<file path="src/rtl/vga_timing_pkg.sv">
// Shared 640x480@60 timing constants, derived sync-window bounds and output bundle type.
// Latency: n/a (declarations only).
// Backpressure: n/a.
package vga_timing_pkg;

   localparam int unsigned DEF_H_VISIBLE = 640;
   localparam int unsigned DEF_H_FRONT   = 16;
   localparam int unsigned DEF_H_SYNC    = 96;
   localparam int unsigned DEF_H_TOTAL   = 800;
   localparam int unsigned DEF_V_VISIBLE = 480;
   localparam int unsigned DEF_V_FRONT   = 10;
   localparam int unsigned DEF_V_SYNC    = 2;
   localparam int unsigned DEF_V_TOTAL   = 525;

   // Sync pulses start right after the front porch and last SYNC clocks/lines.
   localparam int unsigned DEF_HS_LO = DEF_H_VISIBLE + DEF_H_FRONT;
   localparam int unsigned DEF_HS_HI = DEF_HS_LO + DEF_H_SYNC - 1;
   localparam int unsigned DEF_VS_LO = DEF_V_VISIBLE + DEF_V_FRONT;
   localparam int unsigned DEF_VS_HI = DEF_VS_LO + DEF_V_SYNC - 1;

   // Registered per-position outputs, grouped so they reset and update as one word.
   typedef struct packed {
      logic       hsync;
      logic       vsync;
      logic       video_on;
      logic [9:0] pixel_x;
      logic [9:0] pixel_y;
      logic       frame_start;
      logic       vblank_start;
   } sync_out_t;

   // Idle/blank value: syncs inactive (high), everything else low.
   localparam sync_out_t SYNC_OUT_IDLE = '{1'b1, 1'b1, 1'b0, 10'd0, 10'd0, 1'b0, 1'b0};

endpackage

</file>
<file path="src/rtl/vga_sync_gen_if.sv">
// Position-in / timing-out bundle between an upstream H/V counter pair and the sync generator.
// Latency: n/a (wires only).
// Backpressure: none; positions are sampled every pixel clock.
interface vga_sync_gen_if;

   logic [15:0] H_Counter_Value;
   logic [15:0] V_Counter_Value;
   logic        hsync;
   logic        vsync;
   logic        video_on;
   logic [9:0]  pixel_x;
   logic [9:0]  pixel_y;
   logic        frame_start;
   logic        vblank_start;
   logic [7:0]  frame_count;
   logic        range_err;

   // Upstream counter side: drives the position, observes timing.
   modport master (
      output H_Counter_Value, V_Counter_Value,
      input  hsync, vsync, video_on, pixel_x, pixel_y,
      input  frame_start, vblank_start, frame_count, range_err
   );

   // Sync generator side: consumes the position, produces timing.
   modport slave (
      input  H_Counter_Value, V_Counter_Value,
      output hsync, vsync, video_on, pixel_x, pixel_y,
      output frame_start, vblank_start, frame_count, range_err
   );

endinterface

</file>
<file path="src/rtl/vga_window_cmp.sv">
// Inclusive window compare: in_window = LO <= value <= HI on a 16-bit unsigned input.
// Latency: combinational.
// Backpressure: none.
module vga_window_cmp #(
   parameter int unsigned LO = 0,
   parameter int unsigned HI = 0
) (
   input  logic [15:0] value,
   output logic        in_window
);

   logic lo_ok;
   logic hi_ok;

   // Bounds at the edge of the 16-bit range are always met; skip the compare there.
   generate
      if (LO == 0) begin : g_lo_open
         assign lo_ok = 1'b1;
      end else begin : g_lo_cmp
         assign lo_ok = (value >= 16'(LO));
      end

      if (HI >= 65535) begin : g_hi_open
         assign hi_ok = 1'b1;
      end else begin : g_hi_cmp
         assign hi_ok = (value <= 16'(HI));
      end
   endgenerate

   assign in_window = lo_ok & hi_ok;

endmodule

</file>
<file path="src/rtl/vga_sync_gen.sv">
// VGA sync/blank decoder: turns an upstream (H,V) position into syncs, pixel coords and frame pulses.
// Latency: 1 clock from sampled H/V to every output.
// Backpressure: none; a held (stalled) position keeps outputs steady and never re-fires pulses.
module vga_sync_gen
   import vga_timing_pkg::*;
#(
   parameter int unsigned H_VISIBLE = DEF_H_VISIBLE,
   parameter int unsigned H_FRONT   = DEF_H_FRONT,
   parameter int unsigned H_SYNC    = DEF_H_SYNC,
   parameter int unsigned H_TOTAL   = DEF_H_TOTAL,
   parameter int unsigned V_VISIBLE = DEF_V_VISIBLE,
   parameter int unsigned V_FRONT   = DEF_V_FRONT,
   parameter int unsigned V_SYNC    = DEF_V_SYNC,
   parameter int unsigned V_TOTAL   = DEF_V_TOTAL
) (
   input  logic           clk_25MHz,
   input  logic           rst_n,
   vga_sync_gen_if.slave  bus
);

   localparam int unsigned HS_LO = H_VISIBLE + H_FRONT;
   localparam int unsigned HS_HI = HS_LO + H_SYNC - 1;
   localparam int unsigned VS_LO = V_VISIBLE + V_FRONT;
   localparam int unsigned VS_HI = VS_LO + V_SYNC - 1;

   logic [15:0] h;
   logic [15:0] v;
   logic        h_in_sync;
   logic        v_in_sync;
   logic        h_in_vis;
   logic        v_in_vis;
   logic        h_in_range;
   logic        v_in_range;
   logic        in_range;
   logic        at_origin;
   logic        at_vblank;
   logic        origin_q;
   logic        vblank_q;
   logic [7:0]  frame_count_q;
   logic        range_err_q;
   sync_out_t   nxt;
   sync_out_t   out_q;

   assign h = bus.H_Counter_Value;
   assign v = bus.V_Counter_Value;

   vga_window_cmp #(.LO(HS_LO), .HI(HS_HI))         u_h_sync  (.value(h), .in_window(h_in_sync));
   vga_window_cmp #(.LO(VS_LO), .HI(VS_HI))         u_v_sync  (.value(v), .in_window(v_in_sync));
   vga_window_cmp #(.LO(0),     .HI(H_VISIBLE - 1)) u_h_vis   (.value(h), .in_window(h_in_vis));
   vga_window_cmp #(.LO(0),     .HI(V_VISIBLE - 1)) u_v_vis   (.value(v), .in_window(v_in_vis));
   vga_window_cmp #(.LO(0),     .HI(H_TOTAL - 1))   u_h_range (.value(h), .in_window(h_in_range));
   vga_window_cmp #(.LO(0),     .HI(V_TOTAL - 1))   u_v_range (.value(v), .in_window(v_in_range));

   // Decode the next output word; out-of-range positions fall back to the idle word.
   always_comb begin
      nxt       = SYNC_OUT_IDLE;
      in_range  = h_in_range & v_in_range;
      at_origin = in_range && (h == 16'd0) && (v == 16'd0);
      at_vblank = in_range && (h == 16'd0) && (v == 16'(V_VISIBLE));
      if (in_range) begin
         nxt.hsync    = ~h_in_sync;
         nxt.vsync    = ~v_in_sync;
         nxt.video_on = h_in_vis & v_in_vis;
         if (h_in_vis && v_in_vis) begin
            nxt.pixel_x = h[9:0];
            nxt.pixel_y = v[9:0];
         end
         // Pulses fire only on entry, so a stalled position cannot repeat them.
         nxt.frame_start  = at_origin & ~origin_q;
         nxt.vblank_start = at_vblank & ~vblank_q;
      end
   end

   // Register outputs, edge-detect history, frame counter and sticky range error.
   always_ff @(posedge clk_25MHz or negedge rst_n) begin
      if (!rst_n) begin
         out_q         <= SYNC_OUT_IDLE;
         origin_q      <= 1'b0;
         vblank_q      <= 1'b0;
         frame_count_q <= 8'd0;
         range_err_q   <= 1'b0;
      end else begin
         out_q         <= nxt;
         origin_q      <= at_origin;
         vblank_q      <= at_vblank;
         frame_count_q <= frame_count_q + {7'd0, nxt.frame_start};
         range_err_q   <= range_err_q | ~in_range;
      end
   end

   assign bus.hsync        = out_q.hsync;
   assign bus.vsync        = out_q.vsync;
   assign bus.video_on     = out_q.video_on;
   assign bus.pixel_x      = out_q.pixel_x;
   assign bus.pixel_y      = out_q.pixel_y;
   assign bus.frame_start  = out_q.frame_start;
   assign bus.vblank_start = out_q.vblank_start;
   assign bus.frame_count  = frame_count_q;
   assign bus.range_err    = range_err_q;

endmodule

</file>
<file path="src/flat_wrapper.sv">
// flat-port wrapper written by rule: the top's interface ports become plain ports
module vga_sync_gen_flat import vga_timing_pkg::*;
#(
   parameter int unsigned H_VISIBLE = DEF_H_VISIBLE,
   parameter int unsigned H_FRONT   = DEF_H_FRONT,
   parameter int unsigned H_SYNC    = DEF_H_SYNC,
   parameter int unsigned H_TOTAL   = DEF_H_TOTAL,
   parameter int unsigned V_VISIBLE = DEF_V_VISIBLE,
   parameter int unsigned V_FRONT   = DEF_V_FRONT,
   parameter int unsigned V_SYNC    = DEF_V_SYNC,
   parameter int unsigned V_TOTAL   = DEF_V_TOTAL
)
  (clk_25MHz, rst_n, bus_H_Counter_Value, bus_V_Counter_Value, bus_hsync, bus_vsync, bus_video_on, bus_pixel_x, bus_pixel_y, bus_frame_start, bus_vblank_start, bus_frame_count, bus_range_err);
  vga_sync_gen_if bus_i ();
  input  logic clk_25MHz;
  input  logic rst_n;
  input wire logic [$bits(bus_i.H_Counter_Value)-1:0] bus_H_Counter_Value;
  input wire logic [$bits(bus_i.V_Counter_Value)-1:0] bus_V_Counter_Value;
  output wire logic [$bits(bus_i.hsync)-1:0] bus_hsync;
  output wire logic [$bits(bus_i.vsync)-1:0] bus_vsync;
  output wire logic [$bits(bus_i.video_on)-1:0] bus_video_on;
  output wire logic [$bits(bus_i.pixel_x)-1:0] bus_pixel_x;
  output wire logic [$bits(bus_i.pixel_y)-1:0] bus_pixel_y;
  output wire logic [$bits(bus_i.frame_start)-1:0] bus_frame_start;
  output wire logic [$bits(bus_i.vblank_start)-1:0] bus_vblank_start;
  output wire logic [$bits(bus_i.frame_count)-1:0] bus_frame_count;
  output wire logic [$bits(bus_i.range_err)-1:0] bus_range_err;
  assign bus_i.H_Counter_Value = bus_H_Counter_Value;
  assign bus_i.V_Counter_Value = bus_V_Counter_Value;
  assign bus_hsync = bus_i.hsync;
  assign bus_vsync = bus_i.vsync;
  assign bus_video_on = bus_i.video_on;
  assign bus_pixel_x = bus_i.pixel_x;
  assign bus_pixel_y = bus_i.pixel_y;
  assign bus_frame_start = bus_i.frame_start;
  assign bus_vblank_start = bus_i.vblank_start;
  assign bus_frame_count = bus_i.frame_count;
  assign bus_range_err = bus_i.range_err;
  vga_sync_gen #(.H_VISIBLE(H_VISIBLE), .H_FRONT(H_FRONT), .H_SYNC(H_SYNC), .H_TOTAL(H_TOTAL), .V_VISIBLE(V_VISIBLE), .V_FRONT(V_FRONT), .V_SYNC(V_SYNC), .V_TOTAL(V_TOTAL)) u_core (.clk_25MHz(clk_25MHz), .rst_n(rst_n), .bus(bus_i));
endmodule
</file>
<file path="config.mk">
export PLATFORM = sky130hd
export DESIGN_NAME = vga_sync_gen_flat
export DESIGN_NICKNAME = d
export VERILOG_FILES = /design/src/rtl/vga_timing_pkg.sv /design/src/rtl/vga_sync_gen_if.sv /design/src/rtl/vga_window_cmp.sv /design/src/rtl/vga_sync_gen.sv /design/src/flat_wrapper.sv
export SDC_FILE = /design/constraint.sdc
export NUM_CORES = 1
export LEC_CHECK = 0
export ABC_AREA = 1
export CORE_UTILIZATION = 39
export CTS_BUF_LIST = sky130_fd_sc_hd__clkbuf_2
export DETAILED_ROUTE_END_ITERATION = 7
export GPL_TIMING_DRIVEN = 0
export PLACE_DENSITY_LB_ADDON = 0.2
export SLEW_MARGIN = 20
export SYNTH_ARGS = -nofsm -noshare
export SYNTH_HDL_FRONTEND = slang
export SYNTH_SLANG_ARGS = --single-unit
</file>
<file path="constraint.sdc">
create_clock -name clk_25MHz -period 1.2 [get_ports clk_25MHz]
set_input_delay 0.12 -clock clk_25MHz [delete_from_list [all_inputs] [get_ports clk_25MHz]]
set_output_delay 0.12 -clock clk_25MHz [all_outputs]
set_load 0.03 [all_outputs]
</file>
Yosys cells after proc, flatten, opt, wreduce, memory -nomap -nowiden
Index checks and enable logic that the tools add are counted.
{ "totals": {"register_bits": 36, "inputBits": 34, "out_inout_bits": 34, "elab_cells": 41} }
{ "op_classes": {"addsub": 1, "order_cmp": 8, "eq_ne": 1, "mux": 2, "bitwise": 12, "n_reduce_logical": 6} }
{ "ops": {"columns": ["op", "n"], "rows": [
  ["$le 16x10->1 const B", 4],
  ["$le 16x9->1 const B", 2],
  ["$logic_not 16->1", 2],
  ["$mux 25", 1],
  ["$mux 20", 1],
  ["$eq 16x9->1 const B", 1],
  ["$ge 16x10->1 const B", 1],
  ["$ge 16x9->1 const B", 1],
  ["$add 8x1->8", 1],
  ["$and 1x1->1", 6],
  ["$not 1->1", 5],
  ["$logic_and 1x1->1", 4],
  ["$or 1x1->1", 1]
]} }

Logic depth before layout (Yosys ltp)
Gate-level depths: netlist (run 1).
{ "logic_depth": {"depth_word": 7, "mapped_depth": 14, "ltp_nobuf": 14} }

By module
A second synthesis (run 1) with hierarchy kept.
{ "hier_totals": {"hier_cells": 233, "area_unflattened_um2": 1766.7} }
{ "modules_own_cells": {"columns": ["mod", "n_inst", "cells_each", "area_per_inst_um2"], "rows": [
  ["vga_sync_gen", 1, 146, 1407.6],
  ["vga_window_cmp at u_core.u_v_range", 1, 19, 82.6],
  ["vga_window_cmp at u_core.u_v_sync", 1, 22, 82.6],
  ["vga_window_cmp at u_core.u_h_sync", 1, 15, 63.8],
  ["vga_window_cmp at u_core.u_v_vis", 1, 14, 57.6],
  ["vga_window_cmp at u_core.u_h_range", 1, 9, 38.8],
  ["vga_window_cmp at u_core.u_h_vis", 1, 8, 33.8]
]} }

Least setup slack after synthesis (run 1)
Ideal clock, no wire load.
{ "synth_timing": {"path_kind": "input port to flip-flop", "startpoint": "in bus_H_Counter_Value[11]", "endpoint": "reg u_core.frame_count_q[7] (netlist: u_core.bus.frame_count[7])", "setup_time_ns": 0.133, "arrival_ns": 1.581, "required_time_ns": 1.067, "slack_ns": -0.514, "stages": 11, "path_buffers": 0, "path_cell_list": "or2_1 -> nor2_2 -> nand2_1 -> nor2_2 -> nand3_1 -> nor2_1 -> ha_1 -> nand3_1 -> nor2_1 -> nand4_1 -> xnor2_1"} }
{ "synth_rtl": {"columns": ["element", "line_no", "source"], "rows": [
  ["start, declared", "flat_wrapper.sv:17", "input wire logic [$bits(bus_i.H_Counter_Value)-1:0] bus_H_Counter_Value;"],
  ["end signal, assigned", "vga_sync_gen.sv:86", "frame_count_q <= frame_count_q + {7'd0, nxt.frame_start};"],
  ["end, declared", "vga_sync_gen.sv:39", "logic [7:0] frame_count_q;"]
]} }

==> out/results.tsv, run 1 <==
metric	value	unit
critical_path.max_stage_delay	0.21	ns
portBuffers	67	
first_pass_iters	4	
synthArstFlopShare	1.000	
grt.met1_usage	0.3024	
dp.final_hpwl	2.437	mm
critPathMaxFanout	3	
yosysSeqAreaShare	0.5744	
finalWorstSetupSlack	-0.2759	ns
power_density	699.0	nW/um^2
slowest_stage	clkdlybuf4s15_1	
status	complete, but fails checks	
comb_power_share	0.240	
finalNetCount	378	
drive_gt1_frac	0.7164	
crit_chain	clkdlybuf4s15_1 -> inv_2 -> o21ai_1 -> nor2_2 -> nand2_2 -> nor2_4 -> nand3_4 -> nor2_4 -> ha_4 -> nand3_2 -> buf_4 -> buf_6 -> xor2_1	
gp_congestion	0.8154	
r2r.worst_path.cells	6	
dpl_cell_area	2318	um^2
start_util	0.4171	
power	2.303	mW
grt_most_used_layer	met2	
routed_wl	7.104	mm
arrival	1.77	ns
cp-start-kind	input pin	
cts_buffers	5	
tns	-1.469	ns
fillers	182	
maxCapViolCount	0	
syn_nets	203	
timing.fmax	677.6	MHz
cts_sinks	36	
ant_nets	0	
rows	22	
clk_pin_slew	0.17	ns
synth_top_cell_area_share	0.5410	
syn_area	1573	um^2
final_util	0.8736	
period_share	1.230	
met3_usage	0.08333	
dpl_worst_slack	-1.257	ns
synth_cell_type_count	24	
vias_per_cell	5.079	
grtUsageMet2	0.5863	
maxSlewViolCount	0	
drtIter0Drc	156	
switchingPower	0.6577	mW
clockRootBuffer	clkbuf_2	
period_minus_slack	1.476	ns
ys_seq_elements	36	
grt_antenna_before_repair	0	
dieArea	4291	um^2
whs_path_depth	4	
clkLatencyLatePin	0.39	ns
overflow	0	
violations	setup timing	
power_frac_seq	0.528	
route.detailed.drc	0	
critPathCaptureType	flop	
core-area	3771	um^2
crit_top_cell	nor2_4	
synthCells	167	
clk_path_buf_depth	2	
rsz0062_at_grt	true	
htreeDepth	2	
wire_per_inst	18.22	um
ys_warn_count	0	
die_h	65.51	um
worstSetupPathType	input pin to flop	
synth_edf_count	0	
required	1.49	ns
setup_viol	9	
cts_tree	yes	
synthTopCellsByArea	dfrtp_1 54%, nor2_2 8.0%, inv_1 6.7%, nand2_1 5.7%, nor2_1 4.8%	
leakage	1.756	nW
grt_pass1_wl	9.715	mm
synth_ff_type	dfrtp_1	
synth_top_cell_by_area	dfrtp_1	
p_sw_frac	0.2856	
internal_power	1.645	mW
fin_skew	0.009159	ns
vdd_drop_max	461.9	uV
ys_top_cells_by_count	34 x dfrtp_1, 28 x inv_1, 24 x nand2_1	
hp-class	input pin to flop	
diodes	0	
grtUsageTotal	0.3199	
area_delta_synth_final	109.5	%
routed-via-count	1981	
clkPwrFrac	0.232	
grt_pass1_vias	2087	
ioPinCount	68	
yosys.cell_count.top_type	dfrtp_1	
synth_area_per_cell	9.418	um^2
hold_viol	0	
design_area	3294	um^2
grt_max_degree	26	
dieWidth	65.51	um
-- final timing paths --
kind | start | end | slack, ns
max | bus_V_Counter_Value[9] | u_core.bus.frame_count[3]$_DFF_PN0_ | -0.28
min | bus_V_Counter_Value[0] | u_core.bus.pixel_y[0]$_DFF_PN0_ | 0.03
max reg2reg | u_core.origin_q$_DFF_PN0_ | u_core.bus.frame_count[3]$_DFF_PN0_ | -0.14
min reg2reg | u_core.vblank_q$_DFF_PN0_ | u_core.bus.vblank_start$_DFF_PN0_ | 0.42
max in group asynchronous | rst_n | u_core.bus.hsync$_DFF_PN1_ | 0.60
min in group asynchronous | rst_n | u_core.origin_q$_DFF_PN0_ | 0.13
-- power groups by stage --
stage                     logic (mW)  clock network, mW  registers [mW]
after floorplan               0.0652                  0            1.24
after global placement         0.223                  0            1.24
after detailed placement       0.231                  0            1.24
after CTS                      0.467              0.509            1.22
after global routing           0.576              0.579            1.22
final                          0.552              0.534            1.22
-- metal layers --
layer | routed length [um] | part of all wire | vias to the layer above
met5 | 0 | 0 | -
met4 | 512 | 0.072 | 0
met3 | 595 | 0.084 | 52
met2 | 3736 | 0.53 | 148
met1 | 2260 | 0.32 | 925
li1 | - | - | 856
-- area by class of cell --
class / count / area (um^2) / area share
Inverter: 30 / 127.6 / 0.03874
Timing Repair Buffer: 168 / 1353 / 0.4106
Clock inverter: 2 / 7.507 / 0.002279
Clock buffer: 5 / 25.02 / 0.007596
Buffer: 2 / 22.52 / 0.006836
Multi-Input combinational cell: 99 / 795.8 / 0.2415
Tap cell: 48 / 60.06 / 0.01823
Sequential cell: 36 / 903.4 / 0.2742
-- kinds of logic after synthesis --
logic type | share of synthesized area
flip-flops | 0.5744
AO/OA/AOI/OAI | 0.02387
XOR/XNOR | 0.03342
other | 0.002384
AND/OR/NAND/NOR | 0.2641
buffers and inverters | 0.08592
adder cells (fa/ha/maj) | 0.01591
-- metrics by stage --
stage	hold WS (ns)	cells
2_1_floorplan	-0.1756	167
3_3_place_gp	0.3827	282
3_5_place_dp	0.01823	283
4_1_cts	0.0007827	388
5_1_grt	-0.004565	390
6_report	0.02602	390
-- worst max-delay path, delay by kind of cell --
| family | cells | cell delay, ns |
|---|---|---|
| AOI/OAI and AO/OA | 1 | 0.09 |
| xor gates and xnor gates | 1 | 0.13 |
| adders and majority gates | 1 | 0.17 |
| buffers and inverters | 4 | 0.56 |
| and+or+nand+nor | 6 | 0.68 |
-- timing repair --
action,in CTS,in global routing
resized for setup,310,98
buffers inserted,96,6
pin swaps,43,31
setup endpoints to repair,43,48
hold buffers,2,3
hold endpoints to repair,36,3
-- state kept, by name, indices dropped and copies added, names as in the netlist --
name                     cells
u_core.bus.pixel_x          10
u_core.bus.frame_count       8
u_core.bus.vblank_start      1
u_core.bus.vsync             1
u_core.vblank_q              1
u_core.bus.range_err         1
u_core.bus.hsync             1
u_core.origin_q              1
u_core.bus.frame_start       1
u_core.bus.pixel_y          10
u_core.bus.video_on          1
-- cells in the final DEF, fill, tap and decap left out, types with 2 or more instances in the layout --
cell type	count
clkbuf_2	8
dlygate4sd3_1	5
nand2_1	11
buf_4	60
nand3_2	3
ha_4	2
nand2_4	2
nor3_2	3
dfrtp_1	34
nand4_1	4
inv_1	15
nand3_4	3
buf_6	47
clkinv_1	2
nor2_4	18
xnor2_1	3
dfstp_2	2
inv_4	4
nand2_2	12
buf_2	48
buf_8	2
inv_2	10
xor2_1	2
clkdlybuf4s15_1	4
nand3_1	3
nor2_2	16
nor2_1	8
No activity file was read; power rests on OpenSTA's default activity.
==> run 2: changes to the inputs <==
--- a/config.mk
+++ b/config.mk
@@ -10,6 +10,7 @@
 export CTS_BUF_LIST = sky130_fd_sc_hd__clkbuf_2
 export DETAILED_ROUTE_END_ITERATION = 7
 export GPL_TIMING_DRIVEN = 0
+export HOLD_SLACK_MARGIN = 0.15
 export PLACE_DENSITY_LB_ADDON = 0.2
 export SLEW_MARGIN = 20
 export SYNTH_ARGS = -nofsm -noshare
==> run 2 against run 1 <==
Effect of this change: the run still ends with setup timing left; non-clock buffer count grew 22; clock power rose by 3%; clock skew is 0.0056 ns higher; critical path type unchanged; largest cell class unchanged.
==> out/results.tsv, run 2 (synthesis gave the netlist of run 1 again) <==
metric	value	unit
r2r_setup_slack	-0.20	ns
critPathCaptureType	flop	
cts_tree	yes	
start_util	0.4171	
die_h	65.51	um
crit_top_cell	nor2_4	
vias_per_cell	5.097	
first_pass_iters	4	
maxCapViolCount	0	
hp-class	input pin to flop	
cts_sinks	36	
area_delta_synth_final	123.7	%
finalWorstSetupSlack	-0.3436	ns
period_share	1.286	
required	1.51	ns
ioPinCount	68	
grtUsageTotal	0.3785	
grt_pass1_vias	2283	
grt_pass1_wl	11.48	mm
cp-start-kind	input pin	
wire_per_inst	20.56	um
vdd_drop_max	587.3	uV
status	complete, but fails checks	
maxSlewViolCount	0	
dieWidth	65.51	um
clk_pin_slew	0.19	ns
power_density	674.7	nW/um^2
diodes	0	
worstSetupPathType	input pin to flop	
fillers	122	
portBuffers	67	
drive_gt1_frac	0.6841	
route.detailed.drc	0	
drtIter0Drc	138	
final_common_cell	buf_4	
finalNetCount	400	
critPathMaxFanout	2	
slowest_stage	ha_4	
routed-via-count	2100	
critical_path.max_stage_delay	0.19	ns
dieArea	4291	um^2
clkLatencyLatePin	0.41	ns
dp.final_hpwl	2.437	mm
final_cell_mix	64 x buf_4, 48 x buf_2, 44 x buf_6	
arrival	1.85	ns
leakage	1.879	nW
final_util	0.9330	
gp_congestion	0.8154	
hold_viol	0	
ant_nets	0	
timing.fmax	647.9	MHz
period_minus_slack	1.544	ns
fin_skew	0.01479	ns
holdWs	0.1624	ns
htreeDepth	2	
clk_path_buf_depth	2	
grt_antenna_before_repair	0	
violations	setup timing	
clockRootBuffer	clkbuf_2	
setup_viol	12	
cts_buffers	5	
overflow	0	
grt_max_degree	26	
crit_chain	buf_2 -> nor2_1 -> nand2_1 -> nor2_4 -> nand2_2 -> nor2_4 -> nand3_4 -> nor2_4 -> ha_4 -> nand3_2 -> buf_4 -> buf_6 -> xor2_1	
core-area	3771	um^2
rows	22	
routed_wl	8.472	mm
rsz0062_at_grt	true	
[run 2: worst max-delay path, delay by kind of cell]
family	cells	cell delay, ns
fa+ha+maj	1	0.19
buf+inv	3	0.37
simple gates	8	1.00
xor+xnor	1	0.15
[run 2: final timing paths]
kind / cells past startpoint / startpoint / endpoint
worst max-delay path: 13 / bus_H_Counter_Value[14] / u_core.bus.frame_count[3]$_DFF_PN0_
worst min-delay path: 4 / bus_H_Counter_Value[9] / u_core.bus.hsync$_DFF_PN1_
worst max register to register: 6 / u_core.origin_q$_DFF_PN0_ / u_core.bus.frame_count[3]$_DFF_PN0_
worst min register to register: 1 / u_core.vblank_q$_DFF_PN0_ / u_core.bus.vblank_start$_DFF_PN0_
max in group asynchronous: 3 / rst_n / u_core.bus.pixel_y[1]$_DFF_PN0_
min in group asynchronous: 3 / rst_n / u_core.vblank_q$_DFF_PN0_
[run 2: layer usage]
metal,share of wire,wire length [um],GRT usage
met1,0.35,2975,0.4078
met2,0.52,4392,0.6985
met3,0.060,512,0.08160
met4,0.070,592,0.1712
met5,0,0,0
[run 2: where the power goes]
group | internal, mW | switching [mW] | total [mW]
registers | 1.22 | 0.000380 | 1.22
logic | 0.344 | 0.265 | 0.609
clock network | 0.120 | 0.428 | 0.548
total | 1.68 | 0.693 | 2.37
[run 2: layout make-up]
class                           count  area (um^2)  area share
Inverter                           30        132.6     0.03770
Multi-Input combinational cell     99        798.3      0.2269
Clock buffer                        5        25.02    0.007112
Clock inverter                      2        7.507    0.002134
Sequential cell                    36        903.4      0.2568
Tap cell                           48        60.06     0.01707
Timing Repair Buffer              190         1560      0.4435
Buffer                              2        31.28    0.008890
[run 2: through the flow]
step / setup slack [ns] / setup TNS, ns / power (mW) / cells / area, um^2
floorplan: -0.4908 / -2.612 / 1.308 / 167 / 1573
global placement: -1.208 / -42.99 / 1.461 / 282 / 2303
detailed placement: -1.257 / -16.88 / 1.469 / 283 / 2318
CTS: -0.2372 / -1.317 / 2.245 / 410 / 3503
global route: -0.3557 / -2.157 / 2.443 / 412 / 3518
finish: -0.3436 / -2.051 / 2.374 / 412 / 3518
[run 2: timing repair]
| action | 4_1_cts | 5_1_grt |
|---|---|---|
| endpoints found under the setup margin | 43 | 73 |
| hold buffers | 24 | 1 |
| hold endpoints to repair | 53 | 1 |
| cloned | 0 | 0 |
| pin swaps | 43 | 30 |
| gates resized for setup | 310 | 107 |
| buffers inserted | 96 | 8 |
==> run 3: changes to the inputs <==
--- a/config.mk
+++ b/config.mk
@@ -6,7 +6,7 @@
 export NUM_CORES = 1
 export LEC_CHECK = 0
 export ABC_AREA = 1
-export CORE_UTILIZATION = 39
+export CORE_UTILIZATION = 43
 export CTS_BUF_LIST = sky130_fd_sc_hd__clkbuf_2
 export DETAILED_ROUTE_END_ITERATION = 7
 export GPL_TIMING_DRIVEN = 0
==> constraint.sdc (replaced) <==
create_clock -name clk_25MHz -period 1.7 [get_ports clk_25MHz]
set_input_delay 0.34 -clock clk_25MHz [delete_from_list [all_inputs] [get_ports clk_25MHz]]
set_output_delay 0.34 -clock clk_25MHz [all_outputs]
set_load 0.03 [all_outputs]
==> run 3 against run 2 <==
Effect of this change: via count is 19% lower; the run still ends with setup timing left; sequential share of layout area up 4.9 points; power is 36% lower; highest routed layer unchanged; clock skew fell by 0.011 ns; sequential cell count did not move; worst hold slack gained 0.048 ns; worst setup slack better by 0.28 ns.
==> out/results.tsv, run 3 (synthesis gave the netlist of run 1 again) <==
metric	value	unit
status	complete, but fails checks	
violations	setup timing	
hp-class	input pin to flop	
design_area	2954	um^2
portBuffers	67	
rows	21	
critPathCaptureType	flop	
ant_nets	0	
clk_path_buf_depth	2	
dpl_worst_slack	-0.9504	ns
die_h	62.48	um
drt-met1-wl	1.878	mm
period_share	1.036	
clkLatencyLatePin	0.37	ns
gp_congestion	0.7773	
finalWorstSetupSlack	-0.06136	ns
cts_sinks	36	
fillers	177	
fin_skew	0.003827	ns
routed_wl	4.881	mm
setup_viol	22	
finalNetCount	350	
core-area	3416	um^2
vias_per_cell	4.684	
wire_per_inst	13.52	um
maxCapViolCount	0	
dp.cells	281	
hold_viol	0	
met3_length	237	um
clk_pin_slew	0.17	ns
holdWs	0.2105	ns
tns	-0.8249	ns
dp.final_hpwl	2.338	mm
critPathMaxFanout	10	
required	2.02	ns
arrival	2.08	ns
cp-start-kind	input pin	
r2r_setup_slack	0.42	ns
power_density	514.2	nW/um^2
power	1.519	mW
area_delta_synth_final	87.83	%
dr.max_layer_used	met4	
diodes	0	
grt_antenna_before_repair	0	
overflow	0	
cts_buffers	5	
cts_tree	yes	
htreeDepth	2	
dpl_cell_area	2316	um^2
grt_pass1_vias	1649	
clockRootBuffer	clkbuf_2	
routed-via-count	1691	
instances_no_fill	361	
dieArea	3903	um^2
first_pass_iters	5	
dieWidth	62.48	um
grt_pass1_wl	7.590	mm
wl_met2	2.594	mm
leakage	1.646	nW
final_common_cell	buf_4	
grt_max_degree	28	
start_util	0.4604	
drive_gt1_frac	0.5460	
r2r-end	u_core.bus.frame_count[7]$_DFF_PN0_	
worstSetupPathType	input pin to flop	
critPathCapture	u_core.bus.pixel_x[3]$_DFF_PN0_	
drtIter0Drc	77	
ioPinCount	68	
final_util	0.8648	
r2r_start	u_core.origin_q$_DFF_PN0_	
route.detailed.drc	0	
final_cell_mix	70 x buf_4, 35 x dlygate4sd2_1, 34 x dfrtp_1	
grtUsageTotal	0.2544	
rsz0062_at_grt	true	
startpoint	bus_V_Counter_Value[14]	
timing.fmax	567.7	MHz
r2r.worst_path.cells	6	
maxSlewViolCount	0	
vdd_drop_max	397.3	uV
period_minus_slack	1.761	ns
## run 3: worst min path at each step
stage / from / end / slack (ns) / cells past startpoint
floorplan: rst_n / u_core.bus.frame_count[0]$_DFF_PN0_ / 0.04 / 0
global placement: u_core.vblank_q$_DFF_PN0_ / u_core.bus.vblank_start$_DFF_PN0_ / 0.38 / 1
detailed placement: rst_n / u_core.bus.pixel_y[3]$_DFF_PN0_ / 0.22 / 1
CTS: bus_V_Counter_Value[3] / u_core.bus.pixel_y[3]$_DFF_PN0_ / 0.19 / 3
global route: bus_V_Counter_Value[3] / u_core.bus.pixel_y[3]$_DFF_PN0_ / 0.20 / 3
finish: bus_V_Counter_Value[3] / u_core.bus.pixel_y[3]$_DFF_PN0_ / 0.21 / 3
## run 3: area by class of cell
cell class	count	area [um^2]	area share
Timing Repair Buffer	140	1117	0.3782
Sequential cell	36	903.4	0.3058
Multi-Input combinational cell	99	691.9	0.2342
Inverter	30	112.6	0.03812
Tap cell	46	57.56	0.01948
Clock buffer	7	35.03	0.01186
Buffer	2	31.28	0.01059
Clock inverter	1	5.005	0.001694
## run 3: worst max-delay path: stages
cell and delay (ns):
clkbuf_2 0.09, nor2_2 0.13, nand2_1 0.10, buf_4 0.14
buf_4 0.12, buf_4 0.12, buf_4 0.12, buf_4 0.13
nor2_4 0.12, inv_2 0.05, nor3_2 0.19, nand2_2 0.15
buf_6 0.19, nor2_4 0.09
## run 3: power breakdown
group | leakage (nW) | total, mW | internal (mW) | switching [mW]
logic | 1.13 | 0.280 | 0.154 | 0.125
registers | 0.484 | 0.859 | 0.858 | 0.000190
clock network | 0.0330 | 0.381 | 0.112 | 0.268
total | 1.65 | 1.52 | 1.13 | 0.394
## run 3: routing by layer
metal	vias up	track usage
met5	-	0
met2	66	0.4552
met3	16	0.05474
li1	799	-
met1	810	0.2946
met4	0	0.09884
## run 3: repair_timing
| action | 4_1_cts | 5_1_grt |
|---|---|---|
| cloned | 0 | 1 |
| endpoints found under the hold margin | 34 | 0 |
| hold buffers | 1 | 0 |
| pin swaps | 31 | 17 |
| buffers inserted | 67 | 3 |
| setup endpoints to repair | 42 | 29 |
| resized for setup | 158 | 28 |
